<file path="src/rtl/core_mem_arbiter_pkg.sv">
// Shared bus widths, arbitration state and response-owner encodings for the
// core memory arbiter.
package core_mem_arbiter_pkg;

    localparam int MEM_ADDR_R = 31;
    localparam int MEM_DATA_R = 63;
    localparam int MEM_STRB_R = 7;

    typedef enum logic {
        ARB_DPRI = 1'b0,
        ARB_IPRI = 1'b1
    } arb_state_t;

    localparam logic RSP_DMEM = 1'b0;
    localparam logic RSP_IMEM = 1'b1;

endpackage

</file>
<file path="src/rtl/core_mem_arbiter_starve.sv">
// Fetch starvation tracker: counts consecutive refused fetch cycles and
// raises force_i_o while fetch priority is in effect.
module core_mem_arbiter_starve
    import core_mem_arbiter_pkg::*;
#(
    parameter int STARVE_LIMIT = 4,
    parameter int CNT_W        = 4
) (
    input  logic g_clk,
    input  logic g_resetn,
    input  logic imem_req_i,
    input  logic imem_gnt_i,
    output logic force_i_o
);

    localparam logic [CNT_W-1:0] LIMIT_C = CNT_W'(STARVE_LIMIT);
    localparam logic [CNT_W-1:0] SAT_C   = {CNT_W{1'b1}};

    arb_state_t       state_q;
    arb_state_t       state_d;
    logic [CNT_W-1:0] cnt_q;
    logic [CNT_W-1:0] cnt_d;

    // Next count and priority state; a clear wins over an increment.
    always_comb begin
        cnt_d   = cnt_q;
        state_d = state_q;
        if (!imem_req_i || imem_gnt_i) begin
            cnt_d = {CNT_W{1'b0}};
        end else if (cnt_q != SAT_C) begin
            cnt_d = cnt_q + CNT_W'(1);
        end else begin
            cnt_d = cnt_q;
        end
        case (state_q)
            ARB_DPRI: begin
                if (imem_req_i && !imem_gnt_i && (cnt_d >= LIMIT_C)) begin
                    state_d = ARB_IPRI;
                end else begin
                    state_d = ARB_DPRI;
                end
            end
            ARB_IPRI: begin
                if (imem_gnt_i || !imem_req_i) begin
                    state_d = ARB_DPRI;
                end else begin
                    state_d = ARB_IPRI;
                end
            end
            default: state_d = ARB_DPRI;
        endcase
    end

    // State and counter registers.
    always_ff @(posedge g_clk) begin
        if (!g_resetn) begin
            state_q <= ARB_DPRI;
            cnt_q   <= {CNT_W{1'b0}};
        end else begin
            state_q <= state_d;
            cnt_q   <= cnt_d;
        end
    end

    assign force_i_o = (state_q == ARB_IPRI);

endmodule

</file>
<file path="src/rtl/core_mem_arbiter.sv">
// Shares one memory bus between instruction fetch and load/store, with data
// priority and a starvation override for fetch; responses arrive one cycle after grant.
module core_mem_arbiter
    import core_mem_arbiter_pkg::*;
#(
    parameter int STARVE_LIMIT = 4,
    parameter int CNT_W        = 4
) (
    input  logic                  g_clk,
    input  logic                  g_resetn,
    input  logic                  imem_req,
    input  logic [MEM_ADDR_R:0]   imem_addr,
    output logic                  imem_gnt,
    output logic                  imem_err,
    output logic [MEM_DATA_R:0]   imem_rdata,
    input  logic                  dmem_req,
    input  logic                  dmem_wen,
    input  logic [MEM_STRB_R:0]   dmem_strb,
    input  logic [MEM_ADDR_R:0]   dmem_addr,
    input  logic [MEM_DATA_R:0]   dmem_wdata,
    output logic                  dmem_gnt,
    output logic                  dmem_err,
    output logic [MEM_DATA_R:0]   dmem_rdata,
    output logic                  mem_req,
    output logic                  mem_wen,
    output logic [MEM_STRB_R:0]   mem_strb,
    output logic [MEM_ADDR_R:0]   mem_addr,
    output logic [MEM_DATA_R:0]   mem_wdata,
    input  logic                  mem_gnt,
    input  logic                  mem_err,
    input  logic [MEM_DATA_R:0]   mem_rdata
);

    logic force_i;
    logic sel_imem;
    logic sel_dmem;
    logic rsp_valid_q;
    logic rsp_valid_d;
    logic rsp_owner_q;
    logic rsp_owner_d;

    core_mem_arbiter_starve #(
        .STARVE_LIMIT (STARVE_LIMIT),
        .CNT_W        (CNT_W)
    ) u_starve (
        .g_clk      (g_clk),
        .g_resetn   (g_resetn),
        .imem_req_i (imem_req),
        .imem_gnt_i (imem_gnt),
        .force_i_o  (force_i)
    );

    // Selection is gated by reset so nothing reaches the bus while held in reset.
    assign sel_imem = g_resetn & imem_req & (~dmem_req | force_i);
    assign sel_dmem = g_resetn & dmem_req & ~sel_imem;

    assign mem_req  = g_resetn & (imem_req | dmem_req);
    assign imem_gnt = mem_gnt & sel_imem;
    assign dmem_gnt = mem_gnt & sel_dmem;

    // Bus field mux; fetch is always a full-width read.
    always_comb begin
        mem_addr  = dmem_addr;
        mem_wen   = dmem_wen;
        mem_strb  = dmem_strb;
        mem_wdata = dmem_wdata;
        if (sel_imem) begin
            mem_addr  = imem_addr;
            mem_wen   = 1'b0;
            mem_strb  = {(MEM_STRB_R+1){1'b1}};
            mem_wdata = {(MEM_DATA_R+1){1'b0}};
        end else begin
            mem_addr  = dmem_addr;
            mem_wen   = dmem_wen;
            mem_strb  = dmem_strb;
            mem_wdata = dmem_wdata;
        end
    end

    // Record who owns the single in-flight response.
    always_comb begin
        rsp_valid_d = imem_gnt | dmem_gnt;
        if (imem_gnt) begin
            rsp_owner_d = RSP_IMEM;
        end else begin
            rsp_owner_d = RSP_DMEM;
        end
    end

    // Response tracking registers.
    always_ff @(posedge g_clk) begin
        if (!g_resetn) begin
            rsp_valid_q <= 1'b0;
            rsp_owner_q <= RSP_DMEM;
        end else begin
            rsp_valid_q <= rsp_valid_d;
            rsp_owner_q <= rsp_owner_d;
        end
    end

    assign imem_rdata = mem_rdata;
    assign dmem_rdata = mem_rdata;
    assign imem_err   = g_resetn & rsp_valid_q & (rsp_owner_q == RSP_IMEM) & mem_err;
    assign dmem_err   = g_resetn & rsp_valid_q & (rsp_owner_q == RSP_DMEM) & mem_err;

endmodule

</file>
<file path="config.mk">
export PLATFORM = sky130hd
export DESIGN_NAME = core_mem_arbiter
export DESIGN_NICKNAME = d
export VERILOG_FILES = /design/src/rtl/core_mem_arbiter_pkg.sv /design/src/rtl/core_mem_arbiter_starve.sv /design/src/rtl/core_mem_arbiter.sv
export SDC_FILE = /design/constraint.sdc
export NUM_CORES = 1
export LEC_CHECK = 0
export CORE_AREA = 2 2 171 173
export CTS_CLUSTER_DIAMETER = 120
export DETAILED_ROUTE_END_ITERATION = 8
export DIE_AREA = 0 0 173 175
export DONT_BUFFER_PORTS = 1
export GPL_ROUTABILITY_DRIVEN = 1
export SETUP_SLACK_MARGIN = 0.4
export SLEW_MARGIN = 20
export SYNTH_ARGS = -nofsm -noshare
export SYNTH_HDL_FRONTEND = slang
export SYNTH_SLANG_ARGS = --single-unit
export TNS_END_PERCENT = 10
</file>
<file path="constraint.sdc">
create_clock -name g_clk -period 2.2 [get_ports g_clk]
set_clock_uncertainty 0.15 [all_clocks]
set_input_delay 0.55 -clock g_clk [delete_from_list [all_inputs] [get_ports g_clk]]
set_output_delay 0.55 -clock g_clk [all_outputs]
set_load 0.05 [all_outputs]
</file>
==> results <==
[worst max path at each step]
stage / end / cells after the start / startpoint
6_report: mem_wdata[53] / 6 / u_starve.force_i_o
5_1_grt: mem_wdata[50] / 6 / u_starve.force_i_o
4_1_cts: mem_addr[17] / 4 / u_starve.force_i_o
3_5_place_dp: mem_wdata[30] / 6 / g_resetn
3_3_place_gp: mem_wdata[24] / 6 / g_resetn
2_1_floorplan: mem_strb[7] / 6 / dmem_req
[cell families (layout without fill, tap and decap cells)]
family	Yosys count	in the layout	share of synthesized area
muxes	33	33	0.168
DFF	7	7	0.0636
and+or+nand+nor	92	92	0.248
buffers and inverters	142	63	0.487
other	0	1	0
AOI/OAI and AO/OA	7	7	0.0238
adders and majority gates	1	1	0.00568
xor gates and xnor gates	1	1	0.00398
[repair_timing]
action,in CTS,in global routing
setup endpoints to repair,107,107
pin swaps,0,1
gates cloned,0,4
setup buffers,0,7
hold endpoints to repair,0,0
gates resized for setup,3,13
[final cells by class]
cell class              instances  area [sq um]  area share
inverters                       2          7.51     0.00225
clock buffers                   4          78.8      0.0236
well taps                     384           480       0.144
diodes                          1          2.50    0.000750
flip-flops and latches          7           141      0.0424
repair buffers                 57           997       0.299
multi-input cells             134          1630       0.488
[cell usage in the layout, fill, tap and decap left out, drive strengths merged]
master  Yosys  layout
and2        3       3
a211oi      2       2
clkbuf      0       7
inv         2       2
or2         8       8
o211a       1       1
nand3       4       4
nand2       2       2
nand2b      1       1
ha          1       1
dfxtp       7       7
o21a        1       1
mux2i       1       1
nor2        7       7
diode       0       1
mux2       32      32
a21o        2       2
a21oi       1       1
nor3        1       1
xnor2       1       1
buf       140      54
nor2b      66      66
[sequential cells by signal, summed over array words and instances, names as in the netlist]
name and count:
rsp_owner_q 1, rsp_valid_q 1, u_starve.cnt_q 4, u_starve.force_i_o 1
[synth_stat cells]
master / instances
sky130_fd_sc_hd__ha_1: 1
sky130_fd_sc_hd__or2_1: 8
sky130_fd_sc_hd__a21oi_1: 1
sky130_fd_sc_hd__dfxtp_1: 7
sky130_fd_sc_hd__buf_6: 7
sky130_fd_sc_hd__mux2_2: 32
sky130_fd_sc_hd__buf_2: 5
sky130_fd_sc_hd__buf_4: 128
sky130_fd_sc_hd__mux2i_1: 1
sky130_fd_sc_hd__nor2b_1: 66
sky130_fd_sc_hd__nand2b_1: 1
sky130_fd_sc_hd__o21a_1: 1
sky130_fd_sc_hd__a211oi_1: 2
sky130_fd_sc_hd__o211a_1: 1
sky130_fd_sc_hd__inv_1: 2
sky130_fd_sc_hd__nor2_1: 7
sky130_fd_sc_hd__nand3_1: 4
sky130_fd_sc_hd__a21o_1: 2
sky130_fd_sc_hd__and2_1: 3
sky130_fd_sc_hd__nor3_1: 1
sky130_fd_sc_hd__xnor2_1: 1
sky130_fd_sc_hd__nand2_1: 2
[metal layers]
layer  up-vias  part of all wire  global-route usage
li1        600                 -                   -
met1       644              0.28              0.0489
met2       217              0.52               0.106
met3        43              0.17              0.0492
met4         8             0.028              0.0177
met5         -            0.0055                   0
[power by group through the flow]
stage | registers, mW | logic (mW) | clock network, mW
finish | 0.133 | 1.03 | 0.309
global route | 0.133 | 1.06 | 0.325
CTS | 0.133 | 1.01 | 0.314
detailed placement | 0.135 | 1.00 | 0
global placement | 0.135 | 1.00 | 0
floorplan | 0.134 | 1.40 | 0
[stage by stage]
step / setup WS [ps] / util / total power, mW
after CTS: -139 / 0.110 / 1.45
after global routing: -139 / 0.117 / 1.52
after floorplan: 49.7 / - / 1.53
final: -97.6 / 0.118 / 1.48
after global placement: -85.0 / 0.107 / 1.14
after detailed placement: -125 / 0.107 / 1.14
==> impl_metrics.tcl <==
set metrics [dict create \
    timing.critical_path.slowest_cell_delay_ps 310 \
    ys_seq_elements 7 \
    final_design_area_no_fill_sq_um 3340 \
    portBuffers 0 \
    drv.max_cap_violation_count 0 \
    unrepaired_setup_endpoints_after_global_routing "true" \
    route.antenna.remaining_nets 0 \
    area_delta_synth_final_pct 51.4 \
    syn-cell-area_sq_um 2200 \
    place.gp.congestion 0.699 \
    mean_post_synth_cell_area_sq_um 7.79 \
    required_ps 1500 \
    detailed_place.area_sq_um 3040 \
    x_dimension_of_the_die_um 173 \
    setup_viol 92 \
    logic_depth_of_the_worst_register_to_register_path 5 \
    worst_ep_arrival_time_ps 1600 \
    cts_htree_levels 1 \
    final.min_clock_period_ps 2300 \
    fin_setup_tns_ps -5430 \
    min-delay-path-class "input port to flip-flop" \
    static-leakage-power_nw 1.43 \
    drt_first_pass_iters 4 \
    worst_setup_path_start_kind "flip-flop" \
    avgRoutedWirePerCell_um 18.1 \
    final.fill_count 3246 \
    place_hpwl_mm 9.16 \
    worst_min_path_start "mem_gnt" \
    grt_use_total 0.0592 \
    dieHeight_um 175 \
    detail_route.wirelength_mm 10.6 \
    pwr-share-comb 0.701 \
    clk_pin_slew_worst_paths_ps 40 \
    final_critical_path_setup_slack_ps -97.6 \
    worst_reg_to_reg_setup_slack_ps 910 \
    failing_checks "negative setup slack" \
    clkSinkCount 7 \
    cts_tree "built" \
    grt_start_max_net_pins 31 \
    synth_top_area_share 0.436 \
    worst_slew_margin_rel 0.684 \
    grt_pass1_vias 1480 \
    hold_viol 0 \
    cts-root-to-sink-buffers 2 \
    grt_pass1_wl_mm 12.3 \
    io_pins 445 \
    power.sequential.fraction 0.090 \
    measured_slew_at_the_worst_slew_check_pin_ps 478 \
    worst-path-max-fanout 8 \
    synth_cell_type_count 22 \
    slew_violations 0 \
    path_buf_inv 3 \
    route.detailed.drc 0 \
    timing.fmax_ghz 0.435 \
    syn_inst 283 \
    min_to "rsp_owner_q" \
    p_int_uw 758 \
    power_switching_uw 718 \
    place_inst 573 \
    r2r-end "rsp_owner_q" \
    floorplan.core_area_sq_um 28400 \
    switching_portion_of_total_power 0.486 \
    route.vias.total 1512 \
    cts-hold-fix-buffers 0 \
    worst_setup_path_end_kind "primary output" \
    crit_chain "nand2b_4 -> nor2b_4 -> buf_12 -> clkbuf_16 -> clkbuf_16 -> nor2b_4" \
    yosysWarningCount 0 \
    gr-total-overflow 0 \
    worst_skew_pair.late_latency_ps 230 \
    drive_gt1_frac 0.833 \
    status "finished, violations left" \
    number_of_antenna_violations_at_the_first_check_in_global_routing 5 \
    synth.area.top_cells "sky130_fd_sc_hd__buf_4, sky130_fd_sc_hd__nor2b_1, sky130_fd_sc_hd__mux2_2" \
    cells_on_worst_hold_path 1 \
    die_area_sq_um 30300 \
    routed_via_density 2.57 \
    rows 62 \
    synth_seq_area_share 0.0636 \
    critical-path-top-delay-family "simple AND/OR/NAND/NOR gates" \
    worst_path_max_delay_cell "sky130_fd_sc_hd__dfxtp_2" \
    syn_nets 491 \
    tritoncts.num_buffers 3 \
    cts_root_buf "sky130_fd_sc_hd__clkbuf_16" \
    nets 413 \
    hold-worst-slack_ps 292 \
    p_per_area_nw_per_um2 442 \
    post-route-period-util 1.04 \
    regToRegStartpoint "u_starve.force_i_o" \
    synthDominantAreaCellType "sky130_fd_sc_hd__buf_4" \
    vdd.ir_drop.worst_mv 0.192 \
    pwr-share-clk 0.209 \
    first_iter_violations 26 \
    floorplan.initialDensity 0.0776 \
    setup.worst_path.class "flip-flop to primary output" \
    instances_no_fill 589 \
]
Power figures use the tool's default switching activity.
